<file path="src/rtl/inst_fetch_queue.sv">
// Dual-issue instruction fetch queue: two-wide push from fetch, two oldest entries shown to decode.
// Optional same-cycle bypass on an empty queue when IFQ_BYPASS_EN is defined.

module ifq_lane #(
  parameter int W = 64
) (
  input  logic         sel_byp,
  input  logic         vld,
  input  logic [W-1:0] mem_e,
  input  logic [W-1:0] byp_e,
  output logic [W-1:0] out_e
);
  assign out_e = !vld ? '0 : (sel_byp ? byp_e : mem_e);
endmodule

module inst_fetch_queue #(
  parameter int DEPTH = 8,
  parameter int AW    = 3
) (
  input  logic          clk,
  input  logic          rst,
  input  logic          flush,
  input  logic          in_valid,
  input  logic          in_valid2,
  input  logic [31:0]   in_pc1,
  input  logic [31:0]   in_inst1,
  input  logic [31:0]   in_pc2,
  input  logic [31:0]   in_inst2,
  output logic          in_ready,
  output logic          out_valid1,
  output logic          out_valid2,
  output logic [31:0]   out_pc1,
  output logic [31:0]   out_inst1,
  output logic [31:0]   out_pc2,
  output logic [31:0]   out_inst2,
  input  logic [1:0]    issue_cnt,
  output logic [AW:0]   count
);
  localparam int NUM_LANES = 2;
  localparam int VEC_W     = 64;

  typedef struct packed {
    logic [31:0] pc;
    logic [31:0] inst;
  } ifq_entry_t;

  ifq_entry_t mem [DEPTH];
  logic [AW:0] wr_ptr, rd_ptr;

  ifq_entry_t [NUM_LANES-1:0] in_e, wr_e, out_e;
  logic [NUM_LANES-1:0]       wr_en, out_vld, byp_vld;
  logic [NUM_LANES-1:0][AW-1:0] wr_addr, rd_addr;

  logic        push, byp;
  logic [1:0]  iss_c, n_in, popped, skip, n_wr, n_rd;
  logic [AW:0] avail;

  assign in_e[0] = '{pc: in_pc1, inst: in_inst1};
  assign in_e[1] = '{pc: in_pc2, inst: in_inst2};
  assign byp_vld = {in_valid && in_valid2, in_valid};

  assign in_ready = (count <= (AW+1)'(DEPTH - 2));
  assign push     = in_valid && in_ready && !flush;
  assign n_in     = !push ? 2'd0 : (in_valid2 ? 2'd2 : 2'd1);
  assign iss_c    = (issue_cnt == 2'd3) ? 2'd2 : issue_cnt;

`ifdef IFQ_BYPASS_EN
  assign byp = (count == '0) && !flush;
`else
  assign byp = 1'b0;
`endif

  // On bypass, decode pops straight off the incoming pair; those entries are never stored.
  assign avail  = byp ? (AW+1)'(n_in) : count;
  assign popped = (avail < (AW+1)'(iss_c)) ? avail[1:0] : iss_c;
  assign skip   = byp ? popped : 2'd0;
  assign n_wr   = n_in - skip;
  assign n_rd   = popped - skip;

  assign wr_e[0] = skip[0] ? in_e[1] : in_e[0];
  assign wr_e[1] = in_e[1];

  for (genvar k = 0; k < NUM_LANES; k++) begin : g_lane
    assign wr_addr[k] = wr_ptr[AW-1:0] + AW'(k);
    assign rd_addr[k] = rd_ptr[AW-1:0] + AW'(k);
    assign wr_en[k]   = n_wr > 2'(k);
    assign out_vld[k] = byp ? byp_vld[k] : (count > (AW+1)'(k));
    ifq_lane #(.W(VEC_W)) u_lane (
      .sel_byp (byp),
      .vld     (out_vld[k]),
      .mem_e   (mem[rd_addr[k]]),
      .byp_e   (in_e[k]),
      .out_e   (out_e[k])
    );
  end

  assign out_valid1 = out_vld[0];
  assign out_valid2 = out_vld[1];
  assign out_pc1    = out_e[0].pc;
  assign out_inst1  = out_e[0].inst;
  assign out_pc2    = out_e[1].pc;
  assign out_inst2  = out_e[1].inst;

  always_ff @(posedge clk or posedge rst) begin
    if (rst) begin
      wr_ptr <= '0;
      rd_ptr <= '0;
      count  <= '0;
      for (int i = 0; i < DEPTH; i++) mem[i] <= '0;
    end else if (flush) begin
      wr_ptr <= '0;
      rd_ptr <= '0;
      count  <= '0;
    end else begin
      for (int k = 0; k < NUM_LANES; k++)
        if (wr_en[k]) mem[wr_addr[k]] <= wr_e[k];
      wr_ptr <= wr_ptr + (AW+1)'(n_wr);
      rd_ptr <= rd_ptr + (AW+1)'(n_rd);
      count  <= count + (AW+1)'(n_wr) - (AW+1)'(n_rd);
    end
  end
endmodule

</file>
<file path="config.mk">
export PLATFORM = sky130hd
export DESIGN_NAME = inst_fetch_queue
export DESIGN_NICKNAME = d
export VERILOG_FILES = /design/src/rtl/inst_fetch_queue.sv
export SDC_FILE = /design/constraint.sdc
export NUM_CORES = 2
export LEC_CHECK = 0
export ABC_CLOCK_PERIOD_IN_PS = 19800
export CAP_MARGIN = 20
export CORE_MARGIN = 1.5
export CORE_UTILIZATION = 59
export DETAILED_ROUTE_END_ITERATION = 6
export PLACE_DENSITY = 0.93
export SETUP_SLACK_MARGIN = 0.15
export SLEW_MARGIN = 15
export SYNTH_ARGS = -nofsm -noshare
export SYNTH_HDL_FRONTEND = slang
export SYNTH_SLANG_ARGS = --single-unit
</file>
<file path="constraint.sdc">
create_clock -name clk -period 19.8 [get_ports clk]
set_clock_uncertainty 0.05 [all_clocks]
set_input_delay 3.96 -clock clk [delete_from_list [all_inputs] [get_ports clk]]
set_output_delay 3.96 -clock clk [all_outputs]
set_load 0.01 [all_outputs]
</file>
==> flow_metrics.py <==
metrics = {
    "run_status": {
        "status": "complete, no violations",
    },
    "worst_setup_path": {
        "cpMostUsedCell": "buf_4",
        "crit_path_max_incr_delay_ns": 0.91,
        "crit_chain": "buf_4 -> buf_4 -> mux4_2 -> mux2i_1 -> nor2_1 -> clkdlybuf4s50_1",
        "worst_setup_path_end_kind": "output port",
        "cp_max_fo": 57,
        "path_class": "register to output port",
        "critical-path-slowest-cell": "buf_4",
        "arrival_ns": 4.85,
        "worstPathRequired_ns": 15.79,
        "startpoint_type": "register",
    },
    "final_layout": {
        "final_common_cell": "nand2_1",
        "area.growth.synth_to_final_pct": 14.8,
        "drive_gt1_share_pct": 25.1,
        "nFillCells": 3352,
        "mostFrequentLayoutCells": "645 x nand2_1, 519 x dfrtp_1, 272 x o221a_1",
        "layout.cells.non_filler": 3387,
        "seqCellArea_um2": 13100,
        "multi_input_area_um2": 16300,
        "fin_nets": 2808,
    },
    "logic_synthesis": {
        "yosysSeqAreaShare_pct": 42.2,
        "synth_seq_cells": 522,
        "syn_avg_cell_area_um2": 11.8,
        "syn_inst": 2622,
        "synth_cell_type_count": 45,
        "netlist_area_um2": 31000,
        "syn-num-nets": 2772,
        "synth_area_leaders": "dfrtp_1 42%, mux4_2 19%, o221a_1 9.9%",
        "yosys.area.top_type": "dfrtp_1",
        "synth_edf_count": 0,
        "synth_top_cell_area_share_pct": 42.2,
        "ys_async_sr_fraction_pct": 100,
        "synth_warnings": 0,
        "ys.flop_type": "dfrtp_1",
    },
    "clock_network": {
        "cts_buffers": 55,
        "clkLatencyLatePin_ns": 0.64,
        "clock_sinks": 522,
        "h-tree-depth": 2,
        "cts_buffer_depth": 3,
        "cts_tree": "done",
        "holdBufCountCts": 0,
        "root_buffer": "clkbuf_16",
        "cts.clk_slew.worst_paths_ns": 0.07,
        "post-cts-setup-buffer-count": 0,
        "cts-resized-gates": 0,
    },
    "timing": {
        "setup_viol": 0,
        "min_period_ns": 8.86,
        "whs_ns": 0.518,
        "maxSlewViolCount": 0,
        "hold_viol": 0,
        "fin_crit_sh_pct": 44.7,
        "relSlewSlack_pct": 13.0,
        "finalSetupTns_ns": 0,
        "worstMarginPinSlew_ns": 1.31,
        "fmax_ghz": 0.113,
        "grt_setup_unrepaired": "false",
    },
    "floorplan": {
        "fp.dieH_um": 232,
        "initial_core_util_pct": 60.0,
        "dieArea_um2": 53900,
        "die_w_um": 232,
        "ios": 270,
        "core_um2": 51600,
        "rows": 83,
    },
    "global_routing": {
        "first_global_vias": 28200,
        "grt_first_pass_wirelength_um": 168000,
        "grt.overflow.total": 0,
        "track_usage_pct": 41.3,
        "grt_max_degree": 146,
        "antenna_found_initial": 11,
    },
    "route": {
        "wirelength_um": 112000,
        "dr.pass1.iters": 6,
        "num_vias": 27100,
        "ant_nets": 0,
        "wl_per_cell_um": 33.0,
        "drc": 0,
        "drtIter0Drc": 4394,
        "viasPerCell": 7.99,
    },
    "pwr": {
        "p_total_w": 0.00572,
        "p_sw_w": 0.00214,
        "p_int_w": 0.00358,
        "ir_worst_vdd_mv": 0.136,
        "pwr-share-comb_pct": 48.8,
        "p_per_area_nw_per_um2": 161,
        "switching_share_pct": 37.4,
        "p_seq_share_pct": 30.4,
        "p_leak_nw": 13.1,
        "p_clk_share_pct": 20.9,
    },
    "place": {
        "numPortBuffers": 269,
        "dp_cells": 3274,
        "gp_congestion": 0.834,
        "dp_hpwl_um": 56900,
    },
    "run": {
        "cap_violations": 0,
    },
    "min_path": {
        "hold_path_class": "register to register",
    },
}
-- routing by layer --
layer | GRT usage, % | vias up | share of wire, %
met5 | 0 | - | 0.10
met4 | 25.7 | 16 | 7.1
li1 | - | 10200 | -
met1 | 51.6 | 13200 | 32
met2 | 61.1 | 2908 | 44
met3 | 15.3 | 790 | 17
-- Yosys cell counts, drive strengths merged (2+ instances only) --
cell	count
o221a	512
nor4	4
nor2	135
xnor2	6
a21oi	65
nand2	645
nor2b	8
ha	11
mux4	256
inv	12
clkbuf	111
nand4bb	2
mux2i	64
dfrtp	522
buf	226
nor4b	5
xor2	2
o21bai	8
or2	9
fa	4
-- area by class of cell --
cell class / count / area share (%)
Tap cell: 680 / 2.39
Inverter: 12 / 0.148
Clock inverter: 31 / 1.44
Timing Repair Buffer: 316 / 8.93
Antenna cell: 3 / 0.0211
Sequential cell: 522 / 36.8
Clock buffer: 72 / 4.39
Multi-Input combinational cell: 1751 / 45.9
-- power by group through the flow --
stage | Clock [W] | Sequential [W] | Combinational (W)
after floorplan | 0 | 0.00158 | 0.00169
after global placement | 0 | 0.00168 | 0.00262
after detailed placement | 0 | 0.00172 | 0.00269
after CTS | 0.00118 | 0.00172 | 0.00272
after global routing | 0.00123 | 0.00177 | 0.00290
final | 0.00119 | 0.00174 | 0.00279
-- worst max-delay path: cells and delay by family, from the launching register on --
kind,cells,cell delay [ns]
buf+inv,3,2.28
simple gates,1,0.08
flops,1,0.88
mux,2,0.87
-- cells by family after synthesis --
family,count (synthesis),share of synthesized area (%)
compound gates,591,20.0
xor+xnor,8,0.226
mux,320,20.7
fa+ha+maj,15,0.703
buf+inv,349,5.84
flops,522,42.2
simple gates,817,10.4
-- worst paths after layout --
path	start	endpoint	slack [ns]	depth (start not counted)
min reg2reg	mem[82]	mem[82]	0.52	1
max in group asynchronous	rst	rd_ptr[2]	13.27	6
max	rd_ptr[0]	out_pc1[14]	10.94	6
min	mem[82]	mem[82]	0.52	1
max reg2reg	count[3]	mem[275]	15.71	9
min in group asynchronous	rst	count[2]	3.69	2
-- stage by stage --
stage	setup WS (ns)	utilization (%)	cell area, um^2
floorplan	1.21	-	31000
global placement	11.67	64.5	33300
detailed placement	11.60	64.5	33300
CTS	10.90	68.5	35400
global route	10.68	68.9	35600
finish	10.94	68.9	35600
-- state kept, by name (all words and copies together) (netlist names) --
| name | count |
|---|---|
| count | 4 |
| wr_ptr | 3 |
| rd_ptr | 3 |
| mem | 512 |
Power figures use the tool's default switching activity.
